$ cat src/rtl/fsk_rx_pkg.sv
// Shared state encoding, default parameters and width helper for the FSK receive sequencer.
package fsk_rx_pkg;

   localparam int CLKS_PER_BIT_DEF = 64;
   localparam int EDGE_THRESH_DEF  = 4;
   localparam int CODE_W_DEF       = 14;
   localparam int IDLE_GAP_DEF     = 16;

   localparam logic [1:0] IDLE  = 2'd0;
   localparam logic [1:0] START = 2'd1;
   localparam logic [1:0] RECV  = 2'd2;
   localparam logic [1:0] DONE  = 2'd3;

   // One spare bit so a fully toggling window can never wrap the edge count.
   function automatic int edge_cnt_width(input int clks_per_bit);
      return $clog2(clks_per_bit) + 1;
   endfunction

endpackage

$ cat src/rtl/fsk_bit_slicer.sv
// Times one bit window, counts rising edges in it and slices the count to a bit.
// With FSK_RX_CARRIER_CHECK_EN defined it also flags a window that saw no edges.
module fsk_bit_slicer
   import fsk_rx_pkg::*;
#(
   parameter int CLKS_PER_BIT = CLKS_PER_BIT_DEF,
   parameter int EDGE_THRESH  = EDGE_THRESH_DEF
) (
   input  logic clk,
   input  logic reset,
   input  logic start,
   input  logic run,
   input  logic edge_pulse,
   output logic win_end,
   output logic bit_val
`ifdef FSK_RX_CARRIER_CHECK_EN
   ,
   output logic win_empty
`endif
);

   localparam int WW = $clog2(CLKS_PER_BIT);
   localparam int EW = edge_cnt_width(CLKS_PER_BIT);
   localparam logic [WW-1:0] WIN_LAST = WW'(CLKS_PER_BIT - 1);
   localparam logic [EW-1:0] EDGE_MAX = '1;
   localparam logic [EW-1:0] THRESH   = EW'(EDGE_THRESH);

   logic [WW-1:0] win_cnt;
   logic [EW-1:0] edge_cnt;

   assign win_end = run && (win_cnt == WIN_LAST);
   assign bit_val = (edge_cnt >= THRESH);
`ifdef FSK_RX_CARRIER_CHECK_EN
   assign win_empty = (edge_cnt == '0);
`endif

   always_ff @(posedge clk or posedge reset) begin
      if (reset) begin
         win_cnt  <= '0;
         edge_cnt <= '0;
      end else if (start) begin
         // The edge that triggered the frame is the first edge of window 0.
         win_cnt  <= '0;
         edge_cnt <= EW'(1);
      end else if (run) begin
         if (win_cnt == WIN_LAST) begin
            // An edge on the last clock belongs to the next window.
            win_cnt  <= '0;
            edge_cnt <= edge_pulse ? EW'(1) : '0;
         end else begin
            win_cnt <= win_cnt + 1'b1;
            if (edge_pulse && (edge_cnt != EDGE_MAX))
               edge_cnt <= edge_cnt + 1'b1;
         end
      end else begin
         win_cnt  <= '0;
         edge_cnt <= '0;
      end
   end

endmodule

$ cat src/rtl/fsk_rx_frame_ctrl.sv
// FSK receive sequencer: syncs the line, frames sliced bits into CODE_W-bit codewords and
// hands them to the decoder over valid/ready. FSK_RX_CARRIER_CHECK_EN adds carrier_err.
module fsk_rx_frame_ctrl
   import fsk_rx_pkg::*;
#(
   parameter int CLKS_PER_BIT = CLKS_PER_BIT_DEF,
   parameter int EDGE_THRESH  = EDGE_THRESH_DEF,
   parameter int CODE_W       = CODE_W_DEF,
   parameter int IDLE_GAP     = IDLE_GAP_DEF
) (
   input  logic                      clk,
   input  logic                      reset,
   input  logic                      enable,
   input  logic                      fsk_in,
   output logic [CODE_W-1:0]         code_data,
   output logic                      code_valid,
   input  logic                      code_ready,
   output logic                      busy,
   output logic [$clog2(CODE_W)-1:0] bit_index,
   output logic                      overrun,
   input  logic                      overrun_clr
`ifdef FSK_RX_CARRIER_CHECK_EN
   ,
   output logic                      carrier_err
`endif
);

   localparam int IW = $clog2(CODE_W);
   localparam int QW = $clog2(IDLE_GAP + 1);
   localparam logic [IW-1:0] BIT_LAST = IW'(CODE_W - 1);
   localparam logic [QW-1:0] GAP      = QW'(IDLE_GAP);

   logic [1:0]        state;
   logic [2:0]        sync;
   logic              edge_pulse;
   logic [QW-1:0]     quiet_cnt;
   logic [CODE_W-1:0] shift_data;
   logic [IW-1:0]     pos;
   logic              win_end;
   logic              bit_val;
   logic              carrier_abort;

   // sync[1:0] is the two-flop synchronizer, sync[2] the previous synced value.
   always_ff @(posedge clk or posedge reset) begin
      if (reset)
         sync <= '0;
      else
         sync <= {sync[1:0], fsk_in};
   end

   assign edge_pulse = sync[1] & ~sync[2];
   assign busy       = (state == START) || (state == RECV);
   assign pos        = BIT_LAST - bit_index;

`ifdef FSK_RX_CARRIER_CHECK_EN
   logic win_empty;

   fsk_bit_slicer #(
      .CLKS_PER_BIT (CLKS_PER_BIT),
      .EDGE_THRESH  (EDGE_THRESH)
   ) u_slicer (
      .clk        (clk),
      .reset      (reset),
      .start      (state == START),
      .run        (state == RECV),
      .edge_pulse (edge_pulse),
      .win_end    (win_end),
      .bit_val    (bit_val),
      .win_empty  (win_empty)
   );

   assign carrier_abort = win_end && win_empty;

   always_ff @(posedge clk or posedge reset) begin
      if (reset)
         carrier_err <= 1'b0;
      else
         carrier_err <= carrier_abort && enable;
   end
`else
   fsk_bit_slicer #(
      .CLKS_PER_BIT (CLKS_PER_BIT),
      .EDGE_THRESH  (EDGE_THRESH)
   ) u_slicer (
      .clk        (clk),
      .reset      (reset),
      .start      (state == START),
      .run        (state == RECV),
      .edge_pulse (edge_pulse),
      .win_end    (win_end),
      .bit_val    (bit_val)
   );

   assign carrier_abort = 1'b0;
`endif

   always_ff @(posedge clk or posedge reset) begin
      if (reset) begin
         state      <= IDLE;
         quiet_cnt  <= '0;
         bit_index  <= '0;
         shift_data <= '0;
         code_data  <= '0;
         code_valid <= 1'b0;
         overrun    <= 1'b0;
      end else begin
         if (code_valid && code_ready)
            code_valid <= 1'b0;
         if (overrun_clr)
            overrun <= 1'b0;

         case (state)
            IDLE: begin
               bit_index <= '0;
               if (edge_pulse)
                  quiet_cnt <= '0;
               else if (quiet_cnt < GAP)
                  quiet_cnt <= quiet_cnt + 1'b1;
               if (edge_pulse && enable && (quiet_cnt >= GAP))
                  state <= START;
            end
            START: begin
               shift_data <= '0;
               bit_index  <= '0;
               state      <= enable ? RECV : IDLE;
            end
            RECV: begin
               if (!enable || carrier_abort) begin
                  state     <= IDLE;
                  bit_index <= '0;
               end else if (win_end) begin
                  shift_data[pos] <= bit_val;
                  if (bit_index == BIT_LAST)
                     state <= DONE;
                  else
                     bit_index <= bit_index + 1'b1;
               end
            end
            DONE: begin
               // A same-cycle transfer consumes the old word, so only an unconsumed one overruns.
               code_data  <= shift_data;
               code_valid <= 1'b1;
               if (code_valid && !code_ready)
                  overrun <= 1'b1;
               quiet_cnt <= '0;
               state     <= IDLE;
            end
            default: state <= IDLE;
         endcase
      end
   end

endmodule
$ cat config.mk
export PLATFORM = sky130hd
export DESIGN_NAME = fsk_rx_frame_ctrl
export DESIGN_NICKNAME = d
export VERILOG_FILES = /design/src/rtl/fsk_rx_pkg.sv /design/src/rtl/fsk_bit_slicer.sv /design/src/rtl/fsk_rx_frame_ctrl.sv
export SDC_FILE = /design/constraint.sdc
export NUM_CORES = 1
export LEC_CHECK = 0
export ABC_AREA = 1
export BUFFER_PORTS_ARGS = -buffer_cell sky130_fd_sc_hd__buf_2
export CORE_MARGIN = 2
export CORE_UTILIZATION = 53
export CTS_CLUSTER_SIZE = 12
export DETAILED_ROUTE_END_ITERATION = 16
export PLACE_DENSITY = 0.75
export SYNTH_ARGS = -nofsm -noshare
export SYNTH_HDL_FRONTEND = slang
export SYNTH_SLANG_ARGS = --single-unit
export TNS_END_PERCENT = 20
$ cat constraint.sdc
create_clock -name clk -period 1.7 [get_ports clk]
set_clock_uncertainty 0.1 [all_clocks]
set_input_delay 0.085 -clock clk [delete_from_list [all_inputs] [get_ports clk]]
set_output_delay 0.085 -clock clk [all_outputs]
set_load 0.05 [all_outputs]
==> results of run 1 <==
==> placed cells by master (no fill, tap or decap), types with 3 or more instances in the layout <==
master         instances
nor2_1                24
a21oi_1                6
ha_1                  12
buf_2                 26
nand3_1               32
clkbuf_8              10
dfrtp_1               54
o21ai_0               19
nor2_4                 3
nor3_1                 3
o21ai_1                4
nand2_2                3
buf_4                 20
buf_12                 3
dfrtp_2                3
xor2_1                 3
inv_1                 37
nand2_1              148
inv_2                  5
dlygate4sd3_1          5
==> how the worst max path moves through the flow <==
stage                            start       endpoint  slack [ns]
final                         state[0]           busy        0.03
after global routing          state[1]  shift_data[0]       -0.08
after CTS                     state[0]   quiet_cnt[4]       0.005
after detailed placement      state[0]   bit_index[1]       -0.04
after global placement    bit_index[1]  shift_data[0]        0.04
after floorplan           bit_index[1]  shift_data[2]       -0.04
==> cells in the mapped netlist, drive strengths merged <==
cell type | n | area (sq um)
nand4 | 2 | 12.5
clkinv | 1 | 3.75
buf | 5 | 38.8
a21oi | 7 | 38.8
dfrtp | 57 | 1430
clkbuf | 3 | 11.3
ha | 16 | 200
inv | 42 | 158
o22ai | 1 | 6.26
nor3 | 3 | 15.0
o211ai | 1 | 7.51
o21ai | 24 | 124
xnor2 | 2 | 17.5
nor2 | 27 | 111
xor2 | 3 | 26.3
nand2 | 153 | 584
nand3 | 34 | 175
==> critical path: cells and delay by family, from the launching register on <==
kind	cells	cell delay (ns)
fa+ha+maj	1	0.31
buf+inv	3	0.46
flops	1	0.38
==> where the power goes <==
part           internal (W)  total (W)  switching (W)
Sequential          0.00147    0.00157      0.0000960
Combinational      0.000681    0.00168       0.000996
Clock              0.000555    0.00107       0.000517
Total               0.00271    0.00432        0.00161
==> cells by family (layout without fill, tap and decap cells) <==
| family | Yosys count | after routing | share of synthesized area [%] |
|---|---|---|---|
| XOR/XNOR | 5 | 5 | 1.48 |
| AO/OA/AOI/OAI | 33 | 33 | 5.97 |
| AND/OR/NAND/NOR | 219 | 219 | 30.4 |
| buffers and inverters | 51 | 113 | 7.15 |
| flip-flops | 57 | 57 | 48.2 |
| adder cells (fa/ha/maj) | 16 | 16 | 6.77 |
==> through the flow <==
stage | hold WS (ns) | instances
after floorplan | 0.0164 | 381
after global placement | 0.0585 | 488
after detailed placement | 0.0648 | 488
after CTS | 0.253 | 508
after global routing | 0.269 | 515
final | 0.245 | 515
==> repair_timing <==
item,in CTS,in global routing
hold buffers,5,0
pin swaps,0,2
setup buffers,0,6
gates cloned,0,1
setup endpoints to repair,13,31
resized for setup,2,22
endpoints found under the hold margin,62,0
==> flip-flops by register name (all words and copies together) (netlist names) <==
register and cells:
bit_index 4, code_data 14, code_valid 1, overrun 1, quiet_cnt 5, shift_data 14
state 2, sync 3, u_slicer.edge_cnt 7, u_slicer.win_cnt 6
==> layout make-up <==
cell class                      count  area, sq um  share of cell area, %
Timing Repair Buffer               55          415                   11.3
Multi-Input combinational cell    273         1400                   38.3
Clock buffer                       12          145                   3.96
Tap cell                           72         90.1                   2.46
Sequential cell                    57         1430                   39.1
Clock inverter                      3         17.5                  0.478
Inverter                           43          161                   4.41
==> layer usage <==
metal	global-route usage, %	up-vias	part of all wire [%]
li1	-	1304	-
met1	23.2	1163	44
met2	35.7	54	50
met3	4.77	16	4.0
met4	12.3	0	2.7
met5	0	-	0
==> flow_metrics.tcl, run 1 <==
set metrics [dict create \
    worstHoldPathType "in2async" \
    routed_wl_um 6040 \
    routedWlPerCell_um 11.7 \
    drt-initial-drc-count 158 \
    num_vias 2537 \
    drive_gt1_share_pct 19.6 \
    grt_pass1_wl_um 9890 \
    postLayoutCoreUtil_pct 67.3 \
    rsz0062_at_grt "true" \
    timing.final.crit_period_ns 1.67 \
    setup-violations-final 0 \
    end_kind "primary output" \
    vdd_drop_max_v 0.000842 \
    synth_nets 403 \
    areaGrowthSynthToFinish_pct 23.8 \
    dpl_cell_area_sq_mm 0.00330 \
    hpwl_um 4020 \
    fill_cells 433 \
    final_antenna_net_count 0 \
    grt_max_degree 58 \
    num_rows 27 \
    overflow 0 \
    htreeDepth 3 \
    core_area_sq_mm 0.00544 \
    slew_headroom_pct 72.5 \
    clock_sinks 57 \
    ios 27 \
    antenna_found_initial 0 \
    r2r-end "shift_data[0]" \
    finalCritPeriodShare_pct 98.2 \
    r2r_setup_slack_ns 0.05 \
    clk_pin_slew_ns 0.06 \
    drv_cap 0 \
    die_w_um 78.7 \
    root_buffer "clkbuf_8" \
    dr.pass1.iters 4 \
    cpPeakStageDelay_ns 0.38 \
    crit_arrival_ns 1.48 \
    die-area_sq_mm 0.00619 \
    worstReg2RegStart "state[1]" \
    synth-seq-cells 57 \
    drv_slew 0 \
    cts_tree "done" \
    status "finished, final reports clean" \
    timing.fmax_mhz 599 \
    tns_ns 0 \
    synth_cell_types 27 \
    netlist_instances 381 \
    grt_pass1_vias 2369 \
    route.detailed.drc 0 \
    cts_buffers 9 \
    io_buffers 26 \
    fin_nets 461 \
    slowest_stage "dfrtp_1" \
    clk_latency_ns 0.33 \
    ys_warn_count 0 \
    syn_avg_cell_area_sq_um 7.76 \
    antenna_cells 0 \
    die_y_um 78.7 \
    path_max_fanout 3 \
    rr_worst_depth 8 \
    cp.required_ns 1.51 \
    finalHoldViolCount 0 \
    seq_area_frac_synth_pct 48.2 \
    pre_cts_slack_ns -0.0430 \
    cts_buffer_depth 2 \
    p_leak_nw 1.95 \
    viasPerCell 4.93 \
    synth_area_sq_mm 0.00296 \
    final_area_sq_mm 0.00366 \
    start_kind "register" \
    tightest_slew_ns 0.409 \
    gp_congestion 0.869 \
    path_cells "inv_2 -> buf_4 -> ha_2 -> buf_2" \
    p_total_w 0.00432 \
    power.density_mw_per_mm2 1180 \
    initial_core_util_pct 54.4 \
    crit_type "reg2out" \
    finalWorstSetupSlack_ns 0.0310 \
    grt_use_total_pct 20.6 \
]
No activity file was read; power rests on OpenSTA's default activity.
==> run 2, diff against run 1 <==
CORE_MARGIN = 3   (was 2)
PLACE_DENSITY = 0.83   (was 0.75)
==> flow_metrics.tcl, run 2 (synthesis results as in run 1) <==
set metrics [dict create \
    path_cells "inv_1 -> buf_4 -> ha_2 -> clkbuf_4" \
    status "finished, final reports clean" \
    final_area_sq_mm 0.00362 \
    final_common_cell "nand2_1" \
    pre_cts_slack_ns 0.0138 \
    p_total_w 0.00433 \
    clock_sinks 57 \
    power.density_mw_per_mm2 1200 \
    root_buffer "clkbuf_8" \
    routedWlPerCell_um 12.3 \
    drv_cap 0 \
    crit_family "buffers and inverters" \
    p_leak_nw 1.95 \
    die_y_um 80.7 \
    reg_top3 "code_data x14, shift_data x14, u_slicer.edge_cnt x7" \
    hpwl_um 4400 \
    worstHoldPathType "in2async" \
    rr_worst_depth 9 \
    die-area_sq_mm 0.00651 \
    final_antenna_net_count 0 \
    htreeDepth 3 \
    cpPeakStageDelay_ns 0.38 \
    finalHoldViolCount 0 \
    ios 27 \
    postLayoutCoreUtil_pct 69.1 \
    timing.fmax_mhz 609 \
    num_rows 26 \
    end_kind "primary output" \
    critPathBufInv 3 \
    initial_core_util_pct 56.5 \
    num_vias 2597 \
    routed_wl_um 6270 \
    cts_buffers 9 \
    grt_pass1_wl_um 10300 \
    grt_use_total_pct 20.8 \
    cts_tree "done" \
    cts_buffer_depth 2 \
    antenna_cells 0 \
    overflow 0 \
    vdd_drop_max_v 0.00100 \
    clk_latency_ns 0.34 \
    drv_slew 0 \
    slew_headroom_pct 74.2 \
    core_area_sq_mm 0.00524 \
    finalWorstSetupSlack_ns 0.0569 \
    antenna_found_initial 0 \
    fin_nets 459 \
    crit_cells 4 \
    areaGrowthSynthToFinish_pct 22.3 \
    crit_arrival_ns 1.46 \
    path_max_fanout 3 \
    start_kind "register" \
    timing.final.crit_period_ns 1.64 \
    crit_type "reg2out" \
    setup-violations-final 0 \
    route.detailed.drc 0 \
    grt_pass1_vias 2387 \
    cp.required_ns 1.51 \
    seqCellArea_sq_mm 0.00143 \
    tightest_slew_ns 0.387 \
    viasPerCell 5.09 \
    dpl_cell_area_sq_mm 0.00329 \
    clk_pin_slew_ns 0.07 \
    fin_hold_ws_ns 0.189 \
    drt-initial-drc-count 149 \
    slowest_stage "dfrtp_1" \
    multi_input_area_sq_mm 0.00137 \
    dr.pass1.iters 5 \
    fill_cells 413 \
    finalCritPeriodShare_pct 96.7 \
    io_buffers 26 \
    drive_gt1_share_pct 19.5 \
    gp_congestion 0.879 \
    die_w_um 80.7 \
    grt_max_degree 27 \
    final_cell_mix "nand2_1, dfrtp_1, inv_1" \
    r2r_setup_slack_ns 0.10 \
]
-- run 2: repair_timing --
| item | CTS | global route |
|---|---|---|
| endpoints found under the hold margin | 45 | 0 |
| pin swaps | 0 | 4 |
| endpoints found under the setup margin | 1 | 29 |
| hold buffers | 5 | 0 |
| buffers inserted | 0 | 5 |
| gates resized for setup | 1 | 20 |
-- run 2: power by group --
part | total [W] | internal, W | switching, W
clock network | 0.00120 | 0.000692 | 0.000512
registers | 0.00156 | 0.00147 | 0.0000874
logic | 0.00158 | 0.000596 | 0.000980
-- run 2: per-layer routing --
layer / global-route usage [%] / vias up / wire (um)
met1: 24.6 / 1212 / 2670
met3: 5.94 / 10 / 402
li1: - / 1295 / -
met5: 0 / - / 0
met2: 35.7 / 80 / 3110
met4: 7.60 / 0 / 94
-- run 2: final timing paths --
check	start	endpoint
hold reg to reg	sync[0]	sync[1]
max in group asynchronous	reset	code_data[0]
setup reg to reg	state[0]	quiet_cnt[1]
hold / removal	reset	state[0]
min in group clk	sync[0]	sync[1]
setup / recovery	state[0]	busy
-- run 2: stage by stage --
step,std cells,TNS (ns)
final,510,0
after global placement,486,0
after detailed placement,486,0
after floorplan,381,-0.284
after CTS,505,0
after global routing,510,-0.0783
-- run 2: final cells by class --
type	count	area share (%)
sequential	57	39.5
multi-input combinational	273	37.9
tap	70	2.42
inverter	43	4.46
clock buffer	10	3.80
clock inverter	4	1.25
timing repair buffer	53	10.7
-- run 2: worst min-delay path, delay by kind of cell --
kind,cells,cell delay (ns)
buf+inv,3,0.96
